$ cat src/rtl/db15_pkg.sv
// Shared types and constants for the DB15 (74HC165 chain) joystick scanner.
package db15_pkg;

  typedef enum logic [1:0] {IDLE, LOAD, SHIFT, UPDATE} state_e;

  localparam int unsigned LOAD_TICKS = 2;
  localparam int unsigned BITS       = 32;

  localparam int unsigned BTN_R = 0;
  localparam int unsigned BTN_L = 1;
  localparam int unsigned BTN_D = 2;
  localparam int unsigned BTN_U = 3;
  localparam int unsigned BTN_A = 4;
  localparam int unsigned BTN_B = 5;

endpackage

$ cat src/rtl/db15_tick_gen.sv
// Tick divider (CLK_DIV clks per tick) and frame counter (FRAME_TICKS ticks per scan period).
module db15_tick_gen #(
  parameter int unsigned CLK_DIV     = 8,
  parameter int unsigned FRAME_TICKS = 1024
) (
  input  logic clk,
  input  logic reset,
  output logic tick,
  output logic frame_start
);

  localparam int unsigned DIV_W = $clog2(CLK_DIV);
  localparam int unsigned FRM_W = $clog2(FRAME_TICKS);
  localparam logic [DIV_W-1:0] DIV_MAX = DIV_W'(CLK_DIV - 1);
  localparam logic [FRM_W-1:0] FRM_MAX = FRM_W'(FRAME_TICKS - 1);

  logic [DIV_W-1:0] div_q, div_d;
  logic [FRM_W-1:0] frm_q, frm_d;

  assign tick        = (div_q == DIV_MAX);
  assign frame_start = tick && (frm_q == '0);

  always_comb begin
    div_d = tick ? '0 : div_q + 1'b1;
    frm_d = frm_q;
    if (tick) begin
      frm_d = (frm_q == FRM_MAX) ? '0 : frm_q + 1'b1;
    end
  end

  always_ff @(posedge clk or posedge reset) begin
    if (reset) begin
      div_q <= '0;
      frm_q <= '0;
    end else begin
      div_q <= div_d;
      frm_q <= frm_d;
    end
  end

endmodule

$ cat src/rtl/db15_joy_scanner.sv
// Scans the UserIO DB15 adapter's 74HC165 chain and publishes two active-high player words.
// Optional DB15_DEBOUNCE_EN: publish only when two consecutive scans agree.
module db15_joy_scanner
  import db15_pkg::*;
#(
  parameter int unsigned CLK_DIV     = 8,
  parameter int unsigned FRAME_TICKS = 1024
) (
  input  logic        clk,
  input  logic        reset,
  input  logic        JOY_DATA,
  output logic        JOY_CLK,
  output logic        JOY_LOAD,
  output logic [15:0] joystick1,
  output logic [15:0] joystick2,
  output logic        valid
);

  localparam int unsigned LC_W  = $clog2(LOAD_TICKS);
  localparam int unsigned BIT_W = $clog2(BITS);
  localparam logic [LC_W-1:0]  LC_MAX  = LC_W'(LOAD_TICKS - 1);
  localparam logic [BIT_W-1:0] BIT_MAX = BIT_W'(BITS - 1);

  logic tick, frame_start;

  db15_tick_gen #(
    .CLK_DIV    (CLK_DIV),
    .FRAME_TICKS(FRAME_TICKS)
  ) u_tick_gen (
    .clk        (clk),
    .reset      (reset),
    .tick       (tick),
    .frame_start(frame_start)
  );

  state_e            state_q, state_d;
  logic [LC_W-1:0]   load_cnt_q, load_cnt_d;
  logic [BIT_W-1:0]  bit_q, bit_d;
  logic              phase_q, phase_d;
  logic [BITS-1:0]   sh_q, sh_d;
  logic [1:0]        sync_q;
  logic              joy_clk_q, joy_clk_d;
  logic              joy_load_q, joy_load_d;
  logic [15:0]       j1_q, j1_d, j2_q, j2_d;
  logic              valid_q, valid_d;
`ifdef DB15_DEBOUNCE_EN
  logic [BITS-1:0]   prev_q, prev_d;
`endif

  always_comb begin
    state_d    = state_q;
    load_cnt_d = load_cnt_q;
    bit_d      = bit_q;
    phase_d    = phase_q;
    sh_d       = sh_q;
    joy_clk_d  = joy_clk_q;
    joy_load_d = joy_load_q;
    j1_d       = j1_q;
    j2_d       = j2_q;
    valid_d    = 1'b0;
`ifdef DB15_DEBOUNCE_EN
    prev_d     = prev_q;
`endif
    case (state_q)
      IDLE: begin
        joy_load_d = 1'b1;
        joy_clk_d  = 1'b0;
        if (frame_start) begin
          state_d    = LOAD;
          joy_load_d = 1'b0;
          load_cnt_d = '0;
        end
      end
      LOAD: begin
        if (tick) begin
          if (load_cnt_q == LC_MAX) begin
            state_d    = SHIFT;
            joy_load_d = 1'b1;
            bit_d      = '0;
            phase_d    = 1'b0;
          end else begin
            load_cnt_d = load_cnt_q + 1'b1;
          end
        end
      end
      SHIFT: begin
        // Sampling on the rising-edge tick keeps data a full tick past the previous falling edge.
        if (tick) begin
          if (!phase_q) begin
            sh_d[bit_q] = sync_q[1];
            joy_clk_d   = 1'b1;
            phase_d     = 1'b1;
          end else begin
            joy_clk_d = 1'b0;
            phase_d   = 1'b0;
            if (bit_q == BIT_MAX) begin
              state_d = UPDATE;
            end else begin
              bit_d = bit_q + 1'b1;
            end
          end
        end
      end
      UPDATE: begin
        state_d = IDLE;
`ifdef DB15_DEBOUNCE_EN
        prev_d = sh_q;
        if (sh_q == prev_q) begin
          j1_d    = ~sh_q[15:0];
          j2_d    = ~sh_q[31:16];
          valid_d = 1'b1;
        end
`else
        j1_d    = ~sh_q[15:0];
        j2_d    = ~sh_q[31:16];
        valid_d = 1'b1;
`endif
      end
      default: state_d = IDLE;
    endcase
  end

  always_ff @(posedge clk or posedge reset) begin
    if (reset) begin
      state_q    <= IDLE;
      load_cnt_q <= '0;
      bit_q      <= '0;
      phase_q    <= 1'b0;
      sh_q       <= '0;
      sync_q     <= '1;
      joy_clk_q  <= 1'b0;
      joy_load_q <= 1'b1;
      j1_q       <= '0;
      j2_q       <= '0;
      valid_q    <= 1'b0;
`ifdef DB15_DEBOUNCE_EN
      prev_q     <= '1;
`endif
    end else begin
      state_q    <= state_d;
      load_cnt_q <= load_cnt_d;
      bit_q      <= bit_d;
      phase_q    <= phase_d;
      sh_q       <= sh_d;
      sync_q     <= {sync_q[0], JOY_DATA};
      joy_clk_q  <= joy_clk_d;
      joy_load_q <= joy_load_d;
      j1_q       <= j1_d;
      j2_q       <= j2_d;
      valid_q    <= valid_d;
`ifdef DB15_DEBOUNCE_EN
      prev_q     <= prev_d;
`endif
    end
  end

  assign JOY_CLK   = joy_clk_q;
  assign JOY_LOAD  = joy_load_q;
  assign joystick1 = j1_q;
  assign joystick2 = j2_q;
  assign valid     = valid_q;

endmodule
$ cat config.mk
export PLATFORM = sky130hd
export DESIGN_NAME = db15_joy_scanner
export DESIGN_NICKNAME = d
export VERILOG_FILES = /design/src/rtl/db15_pkg.sv /design/src/rtl/db15_tick_gen.sv /design/src/rtl/db15_joy_scanner.sv
export SDC_FILE = /design/constraint.sdc
export NUM_CORES = 1
export LEC_CHECK = 0
export ABC_AREA = 1
export CORE_ASPECT_RATIO = 0.9
export CORE_MARGIN = 2
export CORE_UTILIZATION = 59
export CTS_BUF_LIST = sky130_fd_sc_hd__clkbuf_4 sky130_fd_sc_hd__clkbuf_8
export DETAILED_ROUTE_END_ITERATION = 7
export PLACE_DENSITY = 0.92
export SYNTH_ARGS = -nofsm -noshare
export SYNTH_HDL_FRONTEND = slang
export SYNTH_SLANG_ARGS = --single-unit
$ cat constraint.sdc
create_clock -name clk -period 3.65 [get_ports clk]
set_input_delay 0.365 -clock clk [delete_from_list [all_inputs] [get_ports clk]]
set_output_delay 0.365 -clock clk [all_outputs]
set_load 0.01 [all_outputs]
==> results of run 1 <==
[power by group through the flow]
stage	clock network, mW	logic (mW)	registers, mW
after floorplan	0	0.0200	1.03
after global placement	0	0.0292	1.03
after detailed placement	0	0.0300	1.03
after CTS	0.779	0.0301	1.01
after global routing	0.816	0.0345	1.01
final	0.773	0.0290	1.01
[stage by stage]
step | hold WS [ns] | cell area [sq um] | utilization
final | 0.311 | 4680 | 0.710
after floorplan | 0.345 | 4020 | -
after global routing | 0.364 | 4680 | 0.710
after detailed placement | 0.350 | 4450 | 0.676
after global placement | 0.347 | 4450 | 0.676
after CTS | 0.315 | 4680 | 0.710
[critical path, stage by stage, from the launching register on]
cell	delay, ns
dfrtp_1	0.36
ha_1	0.16
ha_1	0.53
nand2_4	0.23
nor2_4	0.22
nand2_1	0.12
nand2_1	0.11
o21ai_1	0.07
[state kept, by name, summed over array words and instances (netlist names)]
name and cells:
sync_q 2, bit_q 5, valid 1, JOY_LOAD 1
sh_q 32, JOY_CLK 1, joystick1 16, state_q 2
u_tick_gen.frm_q 10, phase_q 1, u_tick_gen.div_q 3, load_cnt_q 1
joystick2 16
[logic make-up after synthesis]
family                     Yosys count  synth area share
and+or+nand+nor                    184             0.214
DFF                                 91             0.568
AOI/OAI and AO/OA                   84             0.109
buffers and inverters               53            0.0555
adders and majority gates           13            0.0405
xor gates and xnor gates             6            0.0131
[layer usage]
layer  track usage  vias to the layer above  share of wire
met2         0.433                      104           0.50
li1              -                     1472              -
met4         0.112                        0          0.026
met1         0.304                     1453           0.43
met5             0                        -              0
met3        0.0590                       21          0.050
[cell usage after synthesis]
cell type  number
nand2_1       116
dfrtp_1        88
o21ai_0        41
inv_1          36
o21ai_1        31
nand3_1        21
nor2_1         18
ha_1           13
a21oi_1        10
clkbuf_1        9
nor3_1          9
nor2_4          6
xnor2_1         4
dfstp_2         3
inv_2           3
nor2_2          3
buf_6           2
inv_4           2
nand3_2         2
nand4_1         2
xor2_1          2
buf_4           1
nand2_2         1
nand2_4         1
nand4_4         1
nor2_8          1
nor3_2          1
nor3b_2         1
o21ai_4         1
o21bai_2        1
or2_1           1
[final timing paths]
kind / slack, ns / to / start
worst max-delay path: 1.70 / sh_q[24] / u_tick_gen.div_q[0]
worst min-delay path: 0.31 / joystick1[11] / reset
worst max register to register: 1.70 / sh_q[24] / u_tick_gen.div_q[0]
worst min register to register: 0.36 / sync_q[1] / sync_q[0]
max in group asynchronous: 2.55 / sync_q[0] / reset
min in group clk: 0.36 / sync_q[1] / sync_q[0]
[layout by cell type (no fill, tap or decap), types with 3 or more instances in the layout]
cell type | Yosys | layout
a21oi_1 | 10 | 10
nand3_1 | 21 | 21
inv_1 | 36 | 35
ha_1 | 13 | 13
nor3_1 | 9 | 9
nand2_1 | 116 | 116
nor2_4 | 6 | 6
xnor2_1 | 4 | 4
o21ai_1 | 31 | 31
inv_2 | 3 | 3
dfrtp_1 | 88 | 88
nor2_2 | 3 | 3
clkbuf_8 | 0 | 9
o21ai_0 | 41 | 41
clkdlybuf4s50_1 | 0 | 37
dfstp_2 | 3 | 3
nor2_1 | 18 | 18
[layout make-up]
class | count | area share
Tap cell | 90 | 0.0241
Clock buffer | 10 | 0.0281
Clock inverter | 6 | 0.0206
Timing Repair Buffer | 39 | 0.0824
Multi-Input combinational cell | 287 | 0.323
Sequential cell | 91 | 0.487
Inverter | 41 | 0.0342
==> results_dict.tcl, run 1 <==
set metrics [dict create \
    multi_input_comb_area_sq_mm 0.00151 \
    yosysTopAreaCell "dfrtp_1" \
    core_area_sq_mm 0.00659 \
    cp.required_ns 3.86 \
    synth_nets 447 \
    period_needed_ns 1.95 \
    vias_per_cell 5.41 \
    ys_ff_latch 91 \
    synth_top_area_frac 0.548 \
    h-tree-depth 3 \
    p_total_mw 1.81 \
    die_w_um 91.0 \
    numCtsBuffers 9 \
    tritoncts "yes" \
    vias 3050 \
    switchingPower_mw 0.396 \
    place.gp.congestion 0.923 \
    overflow 0 \
    dr.pass1.iters 5 \
    drive_gt1_frac 0.0970 \
    layout_setup_ws_ns 1.70 \
    pwr-share-clk 0.426 \
    cts_setup_buffers 0 \
    drv_cap 0 \
    critPathCaptureType "flip-flop" \
    status "complete, no violations" \
    finalSetupViolCount 0 \
    fmax_mhz 512 \
    grt_pass1_vias 3084 \
    tns_ns 0 \
    cts.sinks 91 \
    synth_area_sq_mm 0.00402 \
    critPathMaxFanout 13 \
    rsz0062_at_grt "false" \
    clkSlewWorstSetupHoldPaths_ns 0.09 \
    start_util 0.610 \
    slew_headroom 0.365 \
    start_kind "flip-flop" \
    wl_um 8560 \
    vdd_drop_max_v 0.000297 \
    chipHeight_um 82.3 \
    clockBufferDepth 2 \
    io_pins 38 \
    fin_nets 485 \
    yosysSeqAreaShare 0.568 \
    finalHoldViolations 0 \
    area_growth_syn_to_layout_pct 16.5 \
    internal_power_mw 1.42 \
    drc 0 \
    placementRows 28 \
    ant_nets 0 \
    fin_cells 564 \
    synth.distinct_cells 31 \
    diodes 0 \
    power_density_mw_per_mm2 387 \
    finalMaxSlewViolations 0 \
    synth.avg_cell_area_sq_um 9.32 \
    grt_max_degree 65 \
    share_seq_of_total_power 0.558 \
    power.leakage_nw 2.13 \
    worst_pin_slew_ns 0.952 \
    hold_buffers 0 \
    cts_resized 0 \
    cts_root_buffer "clkbuf_8" \
    swShare 0.218 \
    place_hpwl_um 5720 \
    p_comb_frac 0.016 \
    drtIter0Drc 219 \
    antenna_found_initial 0 \
    arrival_ns 2.17 \
    fillerInstances 475 \
    seqCellArea_sq_mm 0.00228 \
    place_worst_setup_slack_ns 1.75 \
    dp.cells 548 \
    die-area_sq_mm 0.00748 \
    grt_pass1_wl_um 14600 \
    worstHoldPathType "in2async" \
    r2r_cells 7 \
    fin_worst_skew_ns 0.0101 \
    io_buffers 37 \
    syn_inst 431 \
    clkLatencyLatePin_ns 0.36 \
    synth_area_leaders "dfrtp_1 (55%), nand2_1 (11%), o21ai_0 (5.1%), ha_1 (4.0%), o21ai_1 (3.9%)" \
    fin_crit_sh 0.535 \
    grt_usage 0.249 \
    post_drt_wl_per_cell_um 15.2 \
    critPathKind "reg2reg" \
    yosysWarnings 0 \
]
Power figures use the tool's default switching activity.
==> inputs of run 2 (changes only) <==
Clock period 3.65 ns to 2 ns, I/O delays scaled along.
==> run 2 against run 1 <==
Final cell count is the same; first-iteration DRC count shrank 6.8%; combinational power grew 87%; utilization grew 0.13 points; critical path depth grew 2; count of clock-buffer cells in the layout is the same; largest cell class unchanged.
==> results_dict.tcl, run 2 (same netlist as run 1, synthesis figures left out) <==
set metrics [dict create \
    largest_reg_flops 32 \
    crit_chain "inv_1, ha_2, inv_4, nor2_4, nand2_4, nor2_4, nand2_1, nand2_1, o21ai_1" \
    power.leakage_nw 2.12 \
    overflow 0 \
    h-tree-depth 3 \
    grt_max_degree 92 \
    start_util 0.610 \
    tritoncts "yes" \
    final_common_cell "nand2_1" \
    post_drt_wl_per_cell_um 13.7 \
    r2r_slack_ns 0.24 \
    min_to "sync_q[0]" \
    arrival_ns 1.96 \
    finalHoldViolations 0 \
    finalSetupViolCount 0 \
    grt_usage 0.221 \
    clkSlewWorstSetupHoldPaths_ns 0.08 \
    numCtsBuffers 9 \
    fillerInstances 492 \
    layout_common_cells "nand2_1 (116), dfrtp_1 (88), o21ai_0 (41)" \
    fin_util 0.712 \
    cts_root_buffer "clkbuf_8" \
    drtIter0Drc 204 \
    worst_pin_slew_ns 0.967 \
    min_from "JOY_DATA" \
    share_seq_of_total_power 0.584 \
    clockBufferDepth 2 \
    area_growth_syn_to_layout_pct 16.7 \
    r2r_cells 9 \
    cts.sinks 91 \
    fin_crit_sh 0.882 \
    vias 3003 \
    grt_pass1_vias 2825 \
    critPathMaxFanout 9 \
    switchingPower_mw 0.704 \
    vdd_drop_max_v 0.000427 \
    top_register "sh_q" \
    chipHeight_um 82.3 \
    finalMaxSlewViolations 0 \
    dp.cells 548 \
    seqCellArea_sq_mm 0.00228 \
    multi_input_comb_area_sq_mm 0.00152 \
    io_buffers 37 \
    hold_path_depth 1 \
    fmax_mhz 567 \
    r2r-end "sh_q[4]" \
    fin_cells 564 \
    tns_ns 0 \
    status "complete, no violations" \
    drc 0 \
    placementRows 28 \
    hold_buffers 0 \
    wl_um 7730 \
    fin_worst_skew_ns 0.0132 \
    reg2reg_from "state_q[0]" \
    pwr-share-clk 0.399 \
    cp_slowest_stage_delay_ns 0.42 \
    rsz0062_at_grt "false" \
    grt_pass1_wl_um 12900 \
    p_comb_frac 0.017 \
    slew_headroom 0.355 \
    drive_gt1_frac 0.101 \
    cp.required_ns 2.20 \
    vias_per_cell 5.32 \
    die_w_um 91.0 \
    worstHoldPathType "in2reg" \
    diodes 0 \
    place_hpwl_um 5310 \
    ant_nets 0 \
    critPathCaptureType "flip-flop" \
    power_density_mw_per_mm2 674 \
    drv_cap 0 \
    antenna_found_initial 0 \
    place.gp.congestion 0.889 \
    io_pins 38 \
    swShare 0.223 \
    dr.pass1.iters 6 \
    core_area_sq_mm 0.00659 \
    critPathKind "reg2reg" \
    die-area_sq_mm 0.00748 \
    cp_slowest_cell "dfrtp_1" \
    start_kind "flip-flop" \
    internal_power_mw 2.46 \
    period_needed_ns 1.76 \
    fin_nets 485 \
    clkLatencyLatePin_ns 0.36 \
]
-- run 2: power by group through the flow --
stage	Clock [mW]	Sequential [mW]	Combinational (mW)
finish	1.26	1.85	0.0542
global route	1.36	1.85	0.0645
CTS	1.30	1.85	0.0565
detailed placement	0	1.88	0.0568
global placement	0	1.88	0.0559
floorplan	0	1.88	0.0370
-- run 2: final cells by class --
type                            instances  area share
Clock inverter                          6      0.0155
Sequential cell                        91       0.487
Multi-Input combinational cell        287       0.324
Inverter                               41      0.0347
Tap cell                               90      0.0240
Timing Repair Buffer                   39      0.0875
Clock buffer                           10      0.0280
-- run 2: worst max path at each step --
stage                   startpoint        to  slack (ns)
2_1_floorplan             bit_q[0]  bit_q[2]        0.46
3_3_place_gp   u_tick_gen.div_q[0]  sh_q[24]        0.18
3_5_place_dp   u_tick_gen.div_q[0]   sh_q[4]        0.10
4_1_cts        u_tick_gen.div_q[0]   sh_q[4]        0.08
5_1_grt                 state_q[0]   sh_q[4]        0.08
6_report                state_q[0]   sh_q[4]        0.24
-- run 2: routing by layer --
layer,global-route usage,routed length [um],up-vias
met4,0.0636,89,0
met3,0.0490,414,12
met2,0.389,3850,98
li1,-,-,1474
met5,0,0,-
met1,0.282,3370,1419
-- run 2: timing repair --
action,CTS,global route
buffers inserted,0,0
gates resized for setup,0,2
setup endpoints to repair,0,16
-- run 2: critical path: cells and delay by family (launching register included) --
| family | cells | cell delay, ns |
|---|---|---|
| and+or+nand+nor | 5 | 0.67 |
| DFF | 1 | 0.42 |
| AOI/OAI and AO/OA | 1 | 0.06 |
| adders and majority gates | 1 | 0.29 |
| buffers and inverters | 2 | 0.16 |
-- run 2: metrics by stage --
stage / worst slack [ns] / hold WS (ns) / instance area [sq um] / power, mW
detailed placement: 0.102 / 0.353 / 4480 / 1.94
CTS: 0.0841 / 0.231 / 4680 / 3.20
global placement: 0.178 / 0.347 / 4480 / 1.94
finish: 0.235 / 0.251 / 4690 / 3.16
floorplan: 0.460 / 0.204 / 4020 / 1.92
global route: 0.0759 / 0.235 / 4690 / 3.27
==> inputs of run 3 (changes only) <==
Settings changed: PLACE_DENSITY 0.92 to 0.82.
==> run 3 against run 2 <==
Design area down 0.29%; via count down 0.87%; critical path depth did not move; largest cell class unchanged; first-iteration DRC count up 3.9%; combinational power rose by 3%; hold slack lost 0.014 ns; fmax grew 2.0%.
==> results_dict.tcl, run 3 (same netlist as run 1, synthesis figures left out) <==
set metrics [dict create \
    status "complete, no violations" \
    power_density_mw_per_mm2 655 \
    ant_nets 0 \
    seqCellArea_sq_mm 0.00228 \
    dpl_cell_area_sq_mm 0.00449 \
    critPathKind "reg2reg" \
    worstHoldPathType "in2reg" \
    tns_ns 0 \
    clkSlewWorstSetupHoldPaths_ns 0.09 \
    tritoncts "yes" \
    numCtsBuffers 9 \
    place_hpwl_um 5270 \
    finalHoldViolations 0 \
    cts.sinks 91 \
    grt_max_degree 92 \
    chipHeight_um 82.3 \
    core_area_sq_mm 0.00659 \
    rsz0062_at_grt "false" \
    diodes 0 \
    die-area_sq_mm 0.00748 \
    dr.pass1.iters 5 \
    cts_root_buffer "clkbuf_8" \
    drtIter0Drc 212 \
    drive_gt1_frac 0.103 \
    placementRows 28 \
    period_needed_ns 1.73 \
    start_kind "flip-flop" \
    cts_setup_buffers 0 \
    io_buffers 37 \
    place.gp.congestion 0.835 \
    overflow 0 \
    cp.required_ns 2.28 \
    h-tree-depth 3 \
    antenna_found_initial 0 \
    vias_per_cell 5.25 \
    hold_buffers 0 \
    post_drt_wl_per_cell_um 13.4 \
    power.leakage_nw 2.13 \
    top_register "sh_q" \
    start_util 0.610 \
    fmax_mhz 578 \
    grt_usage 0.226 \
    vdd_drop_max_v 0.000441 \
    largest_reg_flops 32 \
    fin_crit_sh 0.865 \
    multi_input_comb_area_sq_mm 0.00151 \
    fin_area_sq_mm 0.00467 \
    vias 2977 \
    cts_resized 0 \
    grt_pass1_vias 2896 \
    grt_pass1_wl_um 13300 \
    critPathCaptureType "flip-flop" \
    final_common_cell "nand2_1" \
    clkLatencyLatePin_ns 0.36 \
    clockBufferDepth 2 \
    fin_nets 488 \
    io_pins 38 \
    fin_worst_skew_ns 0.0112 \
    drv_cap 0 \
    worst_pin_slew_ns 0.530 \
    slew_headroom 0.647 \
    area_growth_syn_to_layout_pct 16.4 \
    fin_util 0.710 \
    critPathMaxFanout 9 \
    layout_common_cells "nand2_1 (116), dfrtp_1 (88), o21ai_0 (41)" \
    finalSetupViolCount 0 \
    wl_um 7620 \
    drc 0 \
    finalMaxSlewViolations 0 \
    fillerInstances 521 \
    holdWs_ns 0.237 \
    arrival_ns 2.01 \
    die_w_um 91.0 \
]
[run 3: cell count changes in the layout (fill, tap and decap cells not counted), sizes merged]
cell,before,now
bufinv,1,0
clkinv,2,3
buf,2,5
[run 3: worst max-delay path, cell delays in order, from the launching register on]
cell,delay (ns)
dfrtp_1,0.42
ha_1,0.26
inv_1,0.14
nor2_1,0.08
ha_1,0.19
nand2_1,0.06
nand2_1,0.13
nor2_8,0.18
nand3_1,0.09
o21ai_0,0.08
[run 3: per-layer routing]
metal	vias up	track usage	routed length [um]
li1	1480	-	-
met1	1419	0.305	3520
met2	72	0.369	3650
met3	6	0.0508	372
met4	0	0.0773	81
met5	-	0	0
[run 3: final timing paths]
path,startpoint,endpoint,slack (ns),depth (start not counted)
max in group asynchronous,reset,JOY_LOAD,1.30,3
min in group asynchronous,reset,u_tick_gen.frm_q[9],0.30,3
hold / removal,JOY_DATA,sync_q[0],0.24,1
setup / recovery,bit_q[0],bit_q[4],0.27,9
hold reg to reg,sync_q[0],sync_q[1],0.37,0
setup reg to reg,bit_q[0],bit_q[4],0.27,9
[run 3: metrics by stage]
stage	total power, mW	cells	setup slack (ns)
floorplan	1.92	431	0.460
global placement	1.94	551	0.377
detailed placement	1.94	551	0.294
CTS	3.09	567	0.272
global route	3.18	567	0.125
finish	3.06	567	0.271
[run 3: report_power, final]
part / internal (mW) / total [mW] / switching, mW
registers: 1.84 / 1.85 / 0.00150
clock network: 0.496 / 1.16 / 0.663
logic: 0.0104 / 0.0558 / 0.0454
[run 3: cell type report]
type | count | area share
Clock buffer | 10 | 0.0294
Clock inverter | 6 | 0.0102
Inverter | 41 | 0.0348
Multi-Input combinational cell | 287 | 0.324
Sequential cell | 91 | 0.488
Tap cell | 90 | 0.0241
Timing Repair Buffer | 42 | 0.0899
